File: src/rtl/fpadd_arbiter.sv
`default_nettype none
// ============================================================================
// Module   : fpadd_arbiter
// Brief    : Round-robin two-requester front end for a pipelined FP adder,
//            with tagged in-order responses and a drain/flush mode.
// Revision : 1.0
// ============================================================================
module fpadd_arbiter #(
    parameter int LATENCY = 3
) (
    input  logic        clk,
    input  logic        rst,
    input  logic        req0_valid,
    input  logic [31:0] req0_a,
    input  logic [31:0] req0_b,
    output logic        req0_ready,
    input  logic        req1_valid,
    input  logic [31:0] req1_a,
    input  logic [31:0] req1_b,
    output logic        req1_ready,
    output logic [31:0] add_a,
    output logic [31:0] add_b,
    input  logic [31:0] add_result,
    output logic        rsp0_valid,
    output logic [31:0] rsp0_data,
    output logic        rsp1_valid,
    output logic [31:0] rsp1_data,
    input  logic        flush_req,
    output logic        flush_done,
    output logic        busy
);

    typedef enum logic [0:0] {
        ST_RUN   = 1'b0,
        ST_DRAIN = 1'b1
    } state_t;

    state_t             r_state;
    state_t             w_state_next;
    logic               r_prio;
    logic               r_flush_block;
    logic [LATENCY-1:0] r_tag_vld;
    logic [LATENCY-1:0] r_tag_id;
    logic [31:0]        r_add_a;
    logic [31:0]        r_add_b;
    logic [31:0]        r_rsp0_data;
    logic [31:0]        r_rsp1_data;
    logic               r_rsp0_valid;
    logic               r_rsp1_valid;
    logic               r_flush_done;

    logic               w_ready0;
    logic               w_ready1;
    logic               w_xfer0;
    logic               w_xfer1;
    logic               w_xfer;
    logic               w_next_idle;
    logic               w_flush_exit;
    logic [LATENCY-1:0] w_tag_vld_next;
    logic [LATENCY-1:0] w_tag_id_next;

    assign w_xfer0 = req0_valid & w_ready0;
    assign w_xfer1 = req1_valid & w_ready1;
    assign w_xfer  = w_xfer0 | w_xfer1;

    // w_next_idle: no tag survives the coming shift (no issue happens in DRAIN)
    generate
        if (LATENCY == 1) begin : g_tag_single
            assign w_tag_vld_next = w_xfer;
            assign w_tag_id_next  = w_xfer1;
            assign w_next_idle    = 1'b1;
        end else begin : g_tag_multi
            assign w_tag_vld_next = {r_tag_vld[LATENCY-2:0], w_xfer};
            assign w_tag_id_next  = {r_tag_id[LATENCY-2:0], w_xfer1};
            assign w_next_idle    = ~|r_tag_vld[LATENCY-2:0];
        end
    endgenerate

    always_ff @(posedge clk or negedge rst) begin
        if (!rst) begin
            r_state <= ST_RUN;
        end else begin
            r_state <= w_state_next;
        end
    end

    always_comb begin
        w_state_next = r_state;
        w_ready0     = 1'b0;
        w_ready1     = 1'b0;
        w_flush_exit = 1'b0;
        case (r_state)
            ST_RUN: begin
                w_ready0 = rst & req0_valid & (~r_prio | ~req1_valid);
                w_ready1 = rst & req1_valid & (r_prio | ~req0_valid);
                if (flush_req && !r_flush_block) begin
                    w_state_next = ST_DRAIN;
                end
            end
            ST_DRAIN: begin
                if (w_next_idle) begin
                    w_state_next = ST_RUN;
                    w_flush_exit = 1'b1;
                end
            end
            default: w_state_next = ST_RUN;
        endcase
    end

    always_ff @(posedge clk or negedge rst) begin
        if (!rst) begin
            r_prio        <= 1'b0;
            r_flush_block <= 1'b0;
            r_tag_vld     <= '0;
            r_tag_id      <= '0;
            r_add_a       <= '0;
            r_add_b       <= '0;
            r_rsp0_data   <= '0;
            r_rsp1_data   <= '0;
            r_rsp0_valid  <= 1'b0;
            r_rsp1_valid  <= 1'b0;
            r_flush_done  <= 1'b0;
        end else begin
            r_tag_vld <= w_tag_vld_next;
            r_tag_id  <= w_tag_id_next;
            if (w_xfer0) begin
                r_add_a <= req0_a;
                r_add_b <= req0_b;
                r_prio  <= 1'b1;
            end else if (w_xfer1) begin
                r_add_a <= req1_a;
                r_add_b <= req1_b;
                r_prio  <= 1'b0;
            end
            r_rsp0_valid <= r_tag_vld[LATENCY-1] & ~r_tag_id[LATENCY-1];
            r_rsp1_valid <= r_tag_vld[LATENCY-1] &  r_tag_id[LATENCY-1];
            if (r_tag_vld[LATENCY-1] && !r_tag_id[LATENCY-1]) begin
                r_rsp0_data <= add_result;
            end
            if (r_tag_vld[LATENCY-1] && r_tag_id[LATENCY-1]) begin
                r_rsp1_data <= add_result;
            end
            r_flush_done <= w_flush_exit;
            // A held flush_req must drop before it can start another drain
            if (w_flush_exit) begin
                r_flush_block <= flush_req;
            end else if (!flush_req) begin
                r_flush_block <= 1'b0;
            end
        end
    end

    assign req0_ready = w_ready0;
    assign req1_ready = w_ready1;
    assign add_a      = r_add_a;
    assign add_b      = r_add_b;
    assign rsp0_valid = r_rsp0_valid;
    assign rsp1_valid = r_rsp1_valid;
    assign rsp0_data  = r_rsp0_data;
    assign rsp1_data  = r_rsp1_data;
    assign flush_done = r_flush_done;
    assign busy       = |r_tag_vld;

endmodule
`default_nettype wire

File: config.mk
export PLATFORM = sky130hd
export DESIGN_NAME = fpadd_arbiter
export DESIGN_NICKNAME = d
export VERILOG_FILES = /design/src/rtl/fpadd_arbiter.sv
export SDC_FILE = /design/constraint.sdc
export NUM_CORES = 1
export LEC_CHECK = 0
export CORE_ASPECT_RATIO = 2
export CORE_MARGIN = 2
export CORE_UTILIZATION = 43
export CTS_BUF_LIST = sky130_fd_sc_hd__clkbuf_2
export DETAILED_ROUTE_END_ITERATION = 12
export PLACE_DENSITY = 0.93
export SLEW_MARGIN = 20
export SYNTH_ARGS = -nofsm -noshare
export SYNTH_HDL_FRONTEND = slang
export SYNTH_SLANG_ARGS = --single-unit
File: constraint.sdc
create_clock -name clk -period 1.8 [get_ports clk]
set_input_delay 0.45 -clock clk [delete_from_list [all_inputs] [get_ports clk]]
set_output_delay 0.45 -clock clk [all_outputs]
set_load 0.02 [all_outputs]
==> out/metrics.yaml <==
tns_ns: -1.10
yosysWarnings: 0
place_ws_ns: -0.545
tightestPinTransition_ns: 0.750
fin_ws_ns: -0.373
fin_worst_skew_ns: 0.0552
pwr-share-seq: 0.327
met3WireLength_um: 1560
combPwrFrac: 0.565
path_buf_inv: 3
status: "finished with violations"
p_clk_frac: 0.108
power_leakage_nw: 4.71
root_buffer: "clkbuf_2"
areaGrowthSynthToFinish_pct: 68.2
holdPathEnd: "r_tag_id[0]"
hold_depth: 3
crit_fanout: 2
worstPathArrival_ns: 1.72
power.total_w: 0.0182
grt_pass1_wl_um: 34600
period_needed_ns: 2.17
wire_per_inst_um: 23.5
wl_met2_um: 13100
clock_latency_ns: 0.72
crit_top_cell: "buf_6"
overflow: 0
drt-pass1-iter-count: 4
routed_wl_um: 24500
layout.nets: 1006
portBuffers: 298
maxCapViolations: 0
h-tree-depth: 4
wl_met1_um: 8270
path_cells: "buf_6 > and2b_4 > nand3_4 > inv_2 > buf_6"
drt_first_iter_violations: 257
ir_drop_mv: 0.780
rr_worst_depth: 7
io_pins: 299
reg2reg_slack_ns: 0.05
syn_area_um2: 6360
cts_buffers: 17
die_x_um: 90.0
r2r-start: "r_state"
dp_hpwl_um: 15100
cts_tree: "done"
drcViolationCount: 0
clockBufferDepth: 2
grt_pass1_vias: 6295
period_share: 1.21
post-route-util: 0.741
critPathSlowestCell: "dfrtp_1"
slew_violations: 0
p_int_w: 0.0112
cp-start-kind: "register"
power_switching_w: 0.00708
layout-drive-gt1-share: 0.400
syn_area_per_cell_um2: 13.4
final_hold_viol_count: 0
ys_seq_area_frac: 0.551
crit_cells: 5
hp-start: "req0_valid"
num_vias: 6092
switching_share: 0.388
hold_class: "primary input to register"
antenna_found_initial: 1
dr.max_layer_used: "met4"
core-area_um2: 14400
fmax_mhz: 460
rr_endpoint: "add_b[13]"
relSlewSlack: 0.500
via_per_inst: 5.82
setup_violations: 4
ant_nets: 0
die_y_um: 176
required_ns: 1.35
gr-usage-all-layers: 0.280
path_class: "register to output port"
initial_core_util: 0.441
syn_inst: 473
synth.distinct_cells: 25
syn_nets: 638
violations: "setup timing"
die-area_um2: 15800
clkTransAtPathRegs_ns: 0.21
routabilityCongestion: 0.814
worstSetupEndpointType: "output port"
rsz0062_at_grt: "true"
ys_ff_latch: 140
numClockSinks: 140
powerDensity_nw_per_um2: 1710
grt_max_degree: 141
cpPeakStageDelay_ns: 0.42
cp_top_family: "flip-flops"
rows: 62
==> area by class of cell <==
class / count / area, um2
Antenna cell: 1 / 2.50
Clock buffer: 18 / 90.1
Clock inverter: 13 / 149
Fill cell: 886 / 3730
Inverter: 6 / 22.5
Multi-Input combinational cell: 272 / 2540
Sequential cell: 140 / 3500
Tap cell: 192 / 240
Timing Repair Buffer: 404 / 4150
==> kinds of logic after synthesis <==
kind of cell	share of synthesized area
flops	0.551
simple gates	0.175
buf+inv	0.0537
mux	0.113
compound gates	0.107
==> how the worst max path moves through the flow <==
stage / start / slack (ns) / end
2_1_floorplan: r_state / 0.01 / req1_ready
3_3_place_gp: req1_valid / -0.51 / req1_ready
3_5_place_dp: req1_valid / -0.54 / req1_ready
4_1_cts: r_state / -0.46 / req0_ready
5_1_grt: r_state / -0.52 / req0_ready
6_report: r_state / -0.37 / req0_ready
==> sequential cells by signal, summed over array words and instances, names as in the netlist <==
name and cells:
add_a 32, add_b 32, flush_done 1, r_flush_block 1, r_prio 1, r_state 1, r_tag_id 3, r_tag_vld 3
rsp0_data 32, rsp0_valid 1, rsp1_data 32, rsp1_valid 1
==> synth_stat cells, drive strengths merged <==
cell / count / area, um2
nand3: 1 / 10.0
nand2b: 1 / 6.26
o21ai: 2 / 13.8
and2b: 1 / 10.0
nor2b: 1 / 6.26
nand2: 2 / 10.0
buf: 41 / 267
nor3b: 65 / 488
inv: 6 / 22.5
a211oi: 2 / 15.0
o21a: 1 / 7.51
dfrtp: 140 / 3500
nor2: 2 / 15.0
a221o: 64 / 641
or3: 1 / 6.26
clkbuf: 14 / 52.6
and4: 64 / 561
a21oi: 1 / 5.00
mux2: 64 / 721
==> worst min-delay path, delay by kind of cell <==
| kind | cells | cell delay, ns |
|---|---|---|
| AOI/OAI and AO/OA | 1 | 0.08 |
| buffers and inverters | 2 | 0.28 |
==> layout by cell type (no fill, tap or decap), drive strengths merged <==
cell,instances
clkinv,6
clkdlybuf4s50,162
dfrtp,140
or3,1
bufinv,3
nor3b,65
diode,1
nand2b,1
nand3,1
a221o,64
clkbuf,23
o21ai,2
and2b,1
and4,64
clkinvlp,2
nor2,2
nor2b,1
a21oi,1
buf,235
inv,8
o21a,1
dlygate4sd3,2
mux2,64
nand2,2
a211oi,2
==> power by group through the flow <==
| stage | clock, W | sequential, W | combinational, W |
|---|---|---|---|
| 6_report | 0.00197 | 0.00596 | 0.0103 |
| 5_1_grt | 0.00214 | 0.00611 | 0.0107 |
| 4_1_cts | 0.00198 | 0.00576 | 0.00922 |
| 3_5_place_dp | 0 | 0.00563 | 0.00850 |
| 3_3_place_gp | 0 | 0.00553 | 0.00821 |
| 2_1_floorplan | 0 | 0.00734 | 0.00239 |
==> stage by stage <==
step	hold slack (ns)	area, um2	cells
after floorplan	0.154	6360	473
after global placement	0.337	9540	930
after detailed placement	0.336	9540	930
after CTS	0.0221	10100	1009
after global routing	0.0442	10700	1046
final	0.110	10700	1046
==> layer usage <==
metal | vias up | global-route usage
met1 | 3014 | 0.291
met4 | 0 | 0.150
met2 | 378 | 0.507
met5 | - | 0
li1 | 2589 | -
met3 | 111 | 0.0790
==> what timing repair did <==
action,in CTS,in global routing
hold buffers,2,0
pin swaps,3,2
endpoints found under the setup margin,134,186
cloned,0,6
endpoints found under the hold margin,141,0
resized for setup,749,60
buffers inserted,46,32
Power figures use the tool's default switching activity.
